`src/rtl/rifl_lock_pkg.sv`:
```
// Shared types and sync-header helpers for the receive block-lock logic.
package rifl_lock_pkg;

  typedef enum logic [1:0] {
    HUNT,
    SLIP,
    WAIT,
    LOCKED
  } lock_state_t;

  localparam logic [1:0] SH_DATA = 2'b01;
  localparam logic [1:0] SH_CTRL = 2'b10;

  function automatic logic is_valid_sh(input logic [1:0] sh);
    return (sh == SH_DATA) || (sh == SH_CTRL);
  endfunction

endpackage

```
`src/rtl/rx_block_lock.sv`:
```
// Block-lock monitor: hunts for sync-header alignment via gearbox slips and reports channel_good.
// Outputs are registered (one cycle after the deciding header); no backpressure, headers are strobed by rx_header_valid.
module rx_block_lock
  import rifl_lock_pkg::*;
#(
  parameter int SH_CNT_MAX     = 64,
  parameter int SH_INVLD_MAX   = 16,
  parameter int SLIP_WAIT      = 32,
  parameter int LOSS_CNT_WIDTH = 16
) (
  input  logic                      clk,
  input  logic                      rst_n,
  input  logic [1:0]                rx_header,
  input  logic                      rx_header_valid,
  output logic                      slip,
  output logic                      channel_good,
  output logic [LOSS_CNT_WIDTH-1:0] lock_loss_cnt
);

  localparam int SHW = $clog2(SH_CNT_MAX + 1);
  localparam int IVW = $clog2(SH_INVLD_MAX + 1);
  localparam int WTW = $clog2(SLIP_WAIT + 1);

  localparam logic [SHW-1:0] SH_LAST   = SHW'(SH_CNT_MAX - 1);
  localparam logic [IVW-1:0] INV_LAST  = IVW'(SH_INVLD_MAX - 1);
  localparam logic [WTW-1:0] WAIT_LAST = WTW'(SLIP_WAIT - 1);

  if (SLIP_WAIT < 1 || SH_INVLD_MAX > SH_CNT_MAX) begin : g_param_check
    $error("rx_block_lock: need SLIP_WAIT >= 1 and SH_INVLD_MAX <= SH_CNT_MAX");
  end

  lock_state_t    state;
  logic [SHW-1:0] sh_cnt;
  logic [IVW-1:0] invld_cnt;
  logic [WTW-1:0] wait_cnt;
  logic           hdr_ok;

  always_comb hdr_ok = is_valid_sh(rx_header);

  always_ff @(posedge clk or negedge rst_n) begin
    if (!rst_n) begin
      state         <= HUNT;
      sh_cnt        <= '0;
      invld_cnt     <= '0;
      wait_cnt      <= '0;
      slip          <= 1'b0;
      channel_good  <= 1'b0;
      lock_loss_cnt <= '0;
    end else begin
      slip <= 1'b0;
      unique case (state)
        HUNT: begin
          if (rx_header_valid) begin
            if (!hdr_ok) begin
              sh_cnt <= '0;
              slip   <= 1'b1;
              state  <= SLIP;
            end else if (sh_cnt == SH_LAST) begin
              sh_cnt       <= '0;
              invld_cnt    <= '0;
              channel_good <= 1'b1;
              state        <= LOCKED;
            end else begin
              sh_cnt <= sh_cnt + 1'b1;
            end
          end
        end
        SLIP: begin
          wait_cnt <= '0;
          state    <= WAIT;
        end
        WAIT: begin
          // Gearbox is settling; every header in here is meaningless.
          wait_cnt <= wait_cnt + 1'b1;
          if (wait_cnt == WAIT_LAST) begin
            sh_cnt <= '0;
            state  <= HUNT;
          end
        end
        LOCKED: begin
          if (rx_header_valid) begin
            // Loss is checked first so it wins over a coincident window end.
            if (!hdr_ok && invld_cnt == INV_LAST) begin
              sh_cnt       <= '0;
              invld_cnt    <= '0;
              slip         <= 1'b1;
              channel_good <= 1'b0;
              state        <= SLIP;
              if (lock_loss_cnt != {LOSS_CNT_WIDTH{1'b1}})
                lock_loss_cnt <= lock_loss_cnt + 1'b1;
            end else if (sh_cnt == SH_LAST) begin
              sh_cnt    <= '0;
              invld_cnt <= '0;
            end else begin
              sh_cnt <= sh_cnt + 1'b1;
              if (!hdr_ok) invld_cnt <= invld_cnt + 1'b1;
            end
          end
        end
        default: state <= HUNT;
      endcase
    end
  end

endmodule

```
`config.mk`:
```
export PLATFORM = sky130hd
export DESIGN_NAME = rx_block_lock
export DESIGN_NICKNAME = d
export VERILOG_FILES = /design/src/rtl/rifl_lock_pkg.sv /design/src/rtl/rx_block_lock.sv
export SDC_FILE = /design/constraint.sdc
export NUM_CORES = 1
export LEC_CHECK = 0
export ABC_AREA = 1
export BUFFER_PORTS_ARGS = -buffer_cell sky130_fd_sc_hd__buf_4
export CAP_MARGIN = 20
export CORE_MARGIN = 2
export CORE_UTILIZATION = 38
export CTS_CLUSTER_DIAMETER = 40
export CTS_CLUSTER_SIZE = 25
export DETAILED_ROUTE_END_ITERATION = 8
export PLACE_DENSITY_LB_ADDON = 0.08
export SKIP_LAST_GASP = 1
export SYNTH_ARGS = -nofsm -noshare
export SYNTH_HDL_FRONTEND = slang
export SYNTH_SLANG_ARGS = --single-unit
export TNS_END_PERCENT = 100
```
`constraint.sdc`:
```
create_clock -name clk -period 1.65 [get_ports clk]
set_input_delay 0.0825 -clock clk [delete_from_list [all_inputs] [get_ports clk]]
set_output_delay 0.0825 -clock clk [all_outputs]
set_load 0.005 [all_outputs]
```
==> Word-level counts from Yosys, hierarchy flattened <==
Cells that the tools add are included.
{ "classes": {"mux": 34, "eq_ne": 17, "n_reduce_logical": 12, "addsub": 4} }
{ "ops": {"columns": ["cell", "count"], "rows": [
  ["7-bit 2-to-1 mux", 6],
  ["5-bit 2-to-1 mux", 7],
  ["7-bit one-hot mux with 3 select lines", 1],
  ["16-bit by 1-bit adder with 16-bit output, second input constant", 1],
  ["16-bit inequality test, second input constant", 1],
  ["2-bit 2-to-1 mux", 6],
  ["2-bit inequality test, second input constant", 6],
  ["6-bit one-hot mux with 2 select lines", 1],
  ["6-bit AND reduction", 2],
  ["5-bit one-hot mux with 2 select lines", 1],
  ["1-bit 2-to-1 mux", 9],
  ["2-bit one-hot mux with 4 select lines", 1],
  ["4-bit AND reduction", 2],
  ["7-bit by 1-bit adder with 7-bit output, second input constant", 1],
  ["7-bit by 6-bit == test with 1-bit output, second input constant", 1],
  ["6-bit by 1-bit adder with 6-bit output, second input constant", 1],
  ["2-bit == test, second input constant", 3],
  ["6-bit by 5-bit == test with 1-bit output, second input constant", 1],
  ["5-bit by 1-bit adder with 5-bit output, second input constant", 1],
  ["5-bit by 4-bit == test with 1-bit output, second input constant", 1],
  ["5-bit AND reduction", 1],
  ["2-bit by 1-bit == test with 1-bit output, second input constant", 2],
  ["4-bit inequality test, second input constant", 1],
  ["1-bit one-hot mux with 2 select lines", 2],
  ["other kinds (7)", 8]
]} }
{ "totals": {"in_bits": 5, "register_bits": 38, "elab_cells": 74} }

==> Depth between registers and ports, before layout <==
Gate-level depths: netlist of run 1.
{ "logic_depth": {"ltp_word": 7, "mapped_depth": 10, "depth_no_buf": 10} }

==> Worst setup path after synthesis of run 1 <==
OpenSTA, ideal clock, no wires.
{ "synth_path": {"path_type": "flip-flop to flip-flop", "from": "register invld_cnt[0]", "to": "register lock_loss_cnt[3]", "period_less_slack_ns": 1.673, "setup_slack_ns": -0.023, "n_path_buf": 2, "arrival_ns": 1.557, "path_stages_with_launch": 11, "required_ns": 1.534, "cell_sequence": "dfrtp_1 -> ha_1 -> and3_1 -> ha_1 -> nand3_1 -> nor3_2 -> nand2_2 -> buf_6 -> buf_8 -> nand2_1 -> nand2_1"} }
{ "synth_via": {"elab_chain_cells": 3} }
{ "synth_rtl": {"columns": ["element", "line", "rtl"], "rows": [
  ["start, declared", "rx_block_lock.sv:34", "logic [IVW-1:0] invld_cnt;"],
  ["start signal, assigned", "rx_block_lock.sv:96", "if (!hdr_ok) invld_cnt <= invld_cnt + 1'b1;"],
  ["5-bit by 4-bit == test with 1-bit output", "rx_block_lock.sv:83", "if (!hdr_ok && invld_cnt == INV_LAST) begin"],
  ["1-bit logical AND", "rx_block_lock.sv:83", null],
  ["4-bit AND reduction (no source line)", null, null],
  ["end signal, assigned", "rx_block_lock.sv:90", "lock_loss_cnt <= lock_loss_cnt + 1'b1;"],
  ["end, declared", "rx_block_lock.sv:17", "output logic [LOSS_CNT_WIDTH-1:0] lock_loss_cnt"]
]} }
No other way between the ends.
A chain may end at the register's enable or synchronous reset.

==> Worst setup path in the final report of run 1 <==
{ "layout_path": {"from": "register invld_cnt[1]", "to": "register lock_loss_cnt[2]"} }
The elaborated chain is that of the path after synthesis.

==> results of run 1 <==
-- state kept, by name, indices dropped and copies added (netlist names) --
| register | count |
|---|---|
| channel_good | 1 |
| state | 2 |
| wait_cnt | 6 |
| sh_cnt | 7 |
| invld_cnt | 5 |
| slip | 1 |
| lock_loss_cnt | 16 |
-- worst register-to-register path, stage by stage, from the launching register on --
cell and delay [ns]:
sky130_fd_sc_hd__dfrtp_1 0.36, sky130_fd_sc_hd__ha_1 0.17, sky130_fd_sc_hd__and3_4 0.20, sky130_fd_sc_hd__ha_4 0.14, sky130_fd_sc_hd__nand3_4 0.09, sky130_fd_sc_hd__nor3_2 0.18
sky130_fd_sc_hd__nand2_2 0.11, sky130_fd_sc_hd__buf_6 0.16, sky130_fd_sc_hd__nand2_1 0.05, sky130_fd_sc_hd__o21ai_0 0.07
-- cell type report --
class | instances | area (um2)
repair buffers | 46 | 352
clock inverters | 1 | 5.00
well taps | 75 | 93.8
inverters | 34 | 130
multi-input cells | 253 | 1290
flip-flops and latches | 38 | 951
fillers | 605 | 3050
clock buffers | 7 | 86.3
-- report_power, final --
group / switching (mW) / internal, mW
clock: 0.349 / 0.337
combinational: 0.803 / 0.594
sequential: 0.102 / 1.05
total: 1.25 / 1.98
-- path summary, 6_finish.rpt --
check                           slack, ns  cells past startpoint                to             from
worst max-delay path                0.001                      9  lock_loss_cnt[2]     invld_cnt[1]
min in group asynchronous            0.28                      2  lock_loss_cnt[2]            rst_n
worst max register to register      0.001                      9  lock_loss_cnt[2]     invld_cnt[1]
worst min-delay path                 0.07                      3              slip  rx_header_valid
worst min register to register       0.48                      2      invld_cnt[4]     invld_cnt[4]
max in group asynchronous            1.02                      2  lock_loss_cnt[9]            rst_n
-- through the flow --
stage / area (um2) / hold WS (ns) / TNS (ns)
global route: 2900 / 0.0979 / -1.61
global placement: 2750 / 0.0936 / 0
CTS: 2860 / 0.0734 / -0.0101
detailed placement: 2750 / 0.0947 / -0.0167
finish: 2900 / 0.0747 / 0
floorplan: 2370 / -0.213 / 0
-- layout by cell type, fill, tap and decap left out, drive strengths merged --
master	count
a21boi	1
a21oi	6
and2	1
and3	1
buf	45
clkbuf	7
clkinv	1
dfrtp	38
dlygate4sd3	1
ha	9
inv	34
nand2	133
nand3	30
nand3b	1
nand4	8
nor2	31
nor3	6
nor3b	1
o2111ai	1
o21ai	11
xnor2	11
xor2	2
-- routing by layer --
metal	track usage	vias to the layer above	wire length, um
li1	-	1137	-
met1	0.196	927	2390
met2	0.268	24	2480
met3	0.0378	6	150
met4	0.0626	0	75
met5	0	-	0
-- cells by family (layout without fill, tap and decap cells) --
kind of cell | after synthesis | after routing | share of synthesized area
DFF | 38 | 38 | 0.402
xor gates and xnor gates | 13 | 13 | 0.0481
adders and majority gates | 9 | 9 | 0.0476
and+or+nand+nor | 212 | 212 | 0.387
AOI/OAI and AO/OA | 19 | 19 | 0.0444
buffers and inverters | 39 | 88 | 0.0708
-- timing repair --
| action | CTS | global route |
|---|---|---|
| gates resized for setup | 3 | 8 |
| pin swaps | 0 | 2 |
| hold buffers | 1 | 0 |
| setup buffers | 0 | 2 |
| setup endpoints to repair | 4 | 31 |
| endpoints found under the hold margin | 38 | 0 |
==> out/metrics.yaml, run 1 <==
run_status: "complete, no violations"
synth_edf_count: 0
clk_latency_ns: 0.30
drt_wl_total_mm: 5.10
dp_slack_ns: -0.0167
synth.ff_latch_count: 38
leakagePower_nw: 1.50
cts-buffers-inserted: 5
clock_sink_count: 38
design.core.area_um2: 5960
drive_gt1_frac: 0.195
postSynthAreaPerCell_um2: 7.17
placed_cells_incl_taps: 443
synth-async-reset-ratio: 1.00
synth_area_leader_cell: "sky130_fd_sc_hd__dfrtp_1"
start_util: 0.397
crit_path_max_incr_delay_ns: 0.36
detailed_place_hpwl_mm: 3.79
final_util: 0.488
timing.critical_path.from_type: "register"
worst_clock_skew_ns: 0.00635
crit_arrival_ns: 1.83
clk_pin_slew_worst_paths_ns: 0.08
mappedNetlistArea_um2: 2370
grt_max_degree: 39
area_added_between_synthesis_and_finish_pct: 22.7
yosys.cell_count.top_type: "sky130_fd_sc_hd__nand2_1"
drt_iter0_markers: 58
post_layout_minimum_cycle_time_ns: 1.65
crit_chain: "ha_1 > and3_4 > ha_4 > nand3_4 > nor3_2 > nand2_2 > buf_6 > nand2_1 > o21ai_0"
crit_slowest_cell: "sky130_fd_sc_hd__dfrtp_1"
antenna_violating_nets_post_route: 0
yosys.area.top_type_share: 0.402
drc: 0
final_cell_count_no_fill: 454
ys_types: 31
antenna_cells: 0
critPathBufInv: 1
num_io_pins: 23
hold_violations: 0
average_wire_per_cell_in_the_routed_design_um: 11.2
globalRouteTotalUtil: 0.159
tritoncts: "built"
power_density_nw_per_um2: 1110
antenna_found_initial: 0
rows: 28
ys_top_cells_by_area: "sky130_fd_sc_hd__dfrtp_1 40%, sky130_fd_sc_hd__nand2_1 21%, sky130_fd_sc_hd__nand3_1 6.1%"
timing_max_transition_violations_final: 0
drt-vias-per-instance: 4.61
max_slew_margin: 0.667
worst_slew_pin_tran_ns: 0.500
final_min_period_over_clock_period: 0.999
cts-root-buf: "sky130_fd_sc_hd__clkbuf_8"
path_class: "register to register"
crit_path_max_delay_family: "simple AND/OR/NAND/NOR gates"
port-buffer-count: 22
synthesis.instances: 330
irDropWorstVdd_v: 0.000885
synth.yosys.warnings: 0
design_power_total_mw: 3.23
clockBufferDepth: 2
cts.htree.levels: 2
fp.dieH_um: 82.9
number_of_global_route_vias_before_repair: 2017
fin_ws_ns: 0.00109
drt-pass1-iter-count: 4
endpoint_kind: "register"
dieWidth_um: 82.9
ys_seq_area_frac: 0.402
worst-path-max-fanout: 12
min_path_type: "input port to register"
final-setup-viol-count: 0
yosys_most_used_dff: "sky130_fd_sc_hd__dfrtp_1"
overflow: 0
max_cap_violations: 0
nets_finish: 392
max_freq_mhz: 606
synthTopCellsByCount: "131 x sky130_fd_sc_hd__nand2_1, 38 x sky130_fd_sc_hd__dfrtp_1, 30 x sky130_fd_sc_hd__inv_1"
grt_pass1_wl_mm: 8.91
rsz_0062_raised_after_global_routing: "yes"
die_area_um2: 6880
detailroute.via_count: 2094
gpl.final_weighted_congestion: 0.846
mappedNetlistNets: 344
required_ns: 1.83
(Power assumes the default switching activity.)
==> inputs of run 2 (changes only) <==
--- a/config.mk
+++ b/config.mk
@@ -10,6 +10,7 @@
 export CAP_MARGIN = 20
 export CORE_MARGIN = 2
 export CORE_UTILIZATION = 38
+export CTS_BUF_LIST = sky130_fd_sc_hd__clkbuf_16
 export CTS_CLUSTER_DIAMETER = 40
 export CTS_CLUSTER_SIZE = 25
 export DETAILED_ROUTE_END_ITERATION = 8
==> out/metrics.yaml, run 2 (synthesis gave the netlist of run 1 again) <==
average_wire_per_cell_in_the_routed_design_um: 11.2
combinationalPowerShare: 0.401
clock_sink_count: 38
final_cell_count_no_fill: 452
worst_clock_skew_ns: 0.00164
worst-path-max-fanout: 12
antenna_cells: 0
leakagePower_nw: 1.52
die_area_um2: 6880
drt_iter0_markers: 66
power_frac_seq: 0.334
max_freq_mhz: 611
drt-pass1-iter-count: 4
power_switching_mw: 1.26
detailroute.via_count: 2097
crit_path_max_delay_family: "simple AND/OR/NAND/NOR gates"
netSwitchingFraction: 0.368
tritoncts: "built"
cts-root-buf: "sky130_fd_sc_hd__clkbuf_16"
post_layout_minimum_cycle_time_ns: 1.64
drc: 0
mostFrequentLayoutCells: "130 x sky130_fd_sc_hd__nand2_1, 42 x sky130_fd_sc_hd__buf_4, 38 x sky130_fd_sc_hd__dfrtp_1, 31 x sky130_fd_sc_hd__inv_1, 28 x sky130_fd_sc_hd__nand3_1"
port-buffer-count: 22
largest_register_ffs: 16
regMostFlops: "lock_loss_cnt"
drt-vias-per-instance: 4.64
max_cap_violations: 0
start_util: 0.397
final_min_period_over_clock_period: 0.992
clk_latency_ns: 0.28
fin_ws_ns: 0.0127
design.core.area_um2: 5960
overflow: 0
run_status: "complete, no violations"
gpl.final_weighted_congestion: 0.846
rsz_0062_raised_after_global_routing: "yes"
timing_max_transition_violations_final: 0
critPathBufInv: 1
dp_slack_ns: -0.0167
final_util: 0.493
crit_path_max_incr_delay_ns: 0.35
clockBufferDepth: 2
endpoint_kind: "register"
rows: 28
number_of_global_route_vias_before_repair: 2031
globalRouteTotalUtil: 0.158
nets_finish: 390
grt_max_degree: 39
detailed_place_hpwl_mm: 3.79
power.clock.fraction: 0.265
crit_arrival_ns: 1.80
num_io_pins: 23
hold_violations: 0
irDropWorstVdd_v: 0.000841
placed_cells_incl_taps: 443
path_class: "register to register"
drive_gt1_frac: 0.191
worst_slew_pin_tran_ns: 0.499
fp.dieH_um: 82.9
drt_wl_total_mm: 5.08
final-setup-viol-count: 0
clk_pin_slew_worst_paths_ns: 0.06
power_density_nw_per_um2: 1170
area_added_between_synthesis_and_finish_pct: 24.1
grt_pass1_wl_mm: 8.96
min_path_type: "input port to register"
largest_registers: "lock_loss_cnt (16), sh_cnt (7), wait_cnt (6)"
timing.critical_path.from_type: "register"
max_slew_margin: 0.667
dieWidth_um: 82.9
antenna_violating_nets_post_route: 0
cts-buffers-inserted: 5
final_common_cell: "sky130_fd_sc_hd__nand2_1"
cts.htree.levels: 2
crit_slowest_cell: "sky130_fd_sc_hd__dfrtp_1"
design_power_total_mw: 3.43
power_report.internal_total_mw: 2.17
crit_chain: "ha_1 > and3_4 > ha_4 > nand3_4 > nor3_2 > nand2_2 > buf_6 > nand2_1 > o21ai_0"
antenna_found_initial: 0
required_ns: 1.81
-- run 2: cell types whose count changed in the layout (fill, tap and decap cells not counted) --
cell                        delta
sky130_fd_sc_hd__inv_1         +1
sky130_fd_sc_hd__o21ai_0       -1
sky130_fd_sc_hd__o21ai_1       +1
sky130_fd_sc_hd__ha_1          -1
sky130_fd_sc_hd__clkbuf_8      -6
sky130_fd_sc_hd__clkinv_1      +1
sky130_fd_sc_hd__ha_2          +1
sky130_fd_sc_hd__buf_4         -2
sky130_fd_sc_hd__clkbuf_16     +5
sky130_fd_sc_hd__clkbuf_1      -1
-- run 2: power groups by stage --
| stage | Combinational (mW) | Clock (mW) | Sequential [mW] |
|---|---|---|---|
| global route | 1.57 | 0.978 | 1.17 |
| finish | 1.37 | 0.908 | 1.15 |
| detailed placement | 1.36 | 0 | 1.16 |
| CTS | 1.36 | 0.941 | 1.15 |
| global placement | 1.35 | 0 | 1.16 |
| floorplan | 0.814 | 0 | 1.14 |
-- run 2: cell type report --
type	instances	area, um2
multi-input combinational	253	1290
inverter	34	130
clock inverter	3	12.5
tap	75	93.8
fill	598	3020
clock buffer	5	125
sequential	38	951
timing repair buffer	44	337
-- run 2: worst register-to-register path, delay by kind of cell (launching register included) --
kind	cells	cell delay, ns
simple gates	5	0.63
flops	1	0.35
fa+ha+maj	2	0.31
buf+inv	1	0.16
compound gates	1	0.07
-- run 2: through the flow --
step	hold slack, ns	setup TNS, ns	cell area [um2]
CTS	0.102	-0.00213	2910
floorplan	-0.213	0	2370
global placement	0.0936	0	2750
finish	0.103	0	2940
detailed placement	0.0947	-0.0167	2750
global route	0.132	-1.41	2940
-- run 2: what timing repair did --
item | CTS | global route
resized for setup | 3 | 10
cloned | 0 | 0
endpoints found under the hold margin | 38 | 0
setup endpoints to repair | 3 | 31
hold buffers | 1 | 0
pin swaps | 0 | 3
buffers inserted | 0 | 0
-- run 2: per-layer routing --
layer  vias up  routed length, um  global-route usage
met2        23               2480               0.273
met4         0                 64              0.0492
met3         7                137              0.0378
li1       1135                  -                   -
met1       932               2400               0.195
met5         -                  0                   0
-- run 2: path summary, 6_finish.rpt --
check	from	end	slack [ns]	cells after the start
max	invld_cnt[1]	lock_loss_cnt[2]	0.01	9
min	rx_header_valid	slip	0.10	3
max reg2reg	invld_cnt[1]	lock_loss_cnt[2]	0.01	9
min reg2reg	invld_cnt[4]	invld_cnt[4]	0.48	2
max in group asynchronous	rst_n	wait_cnt[1]	0.99	2
min in group asynchronous	rst_n	lock_loss_cnt[2]	0.31	2
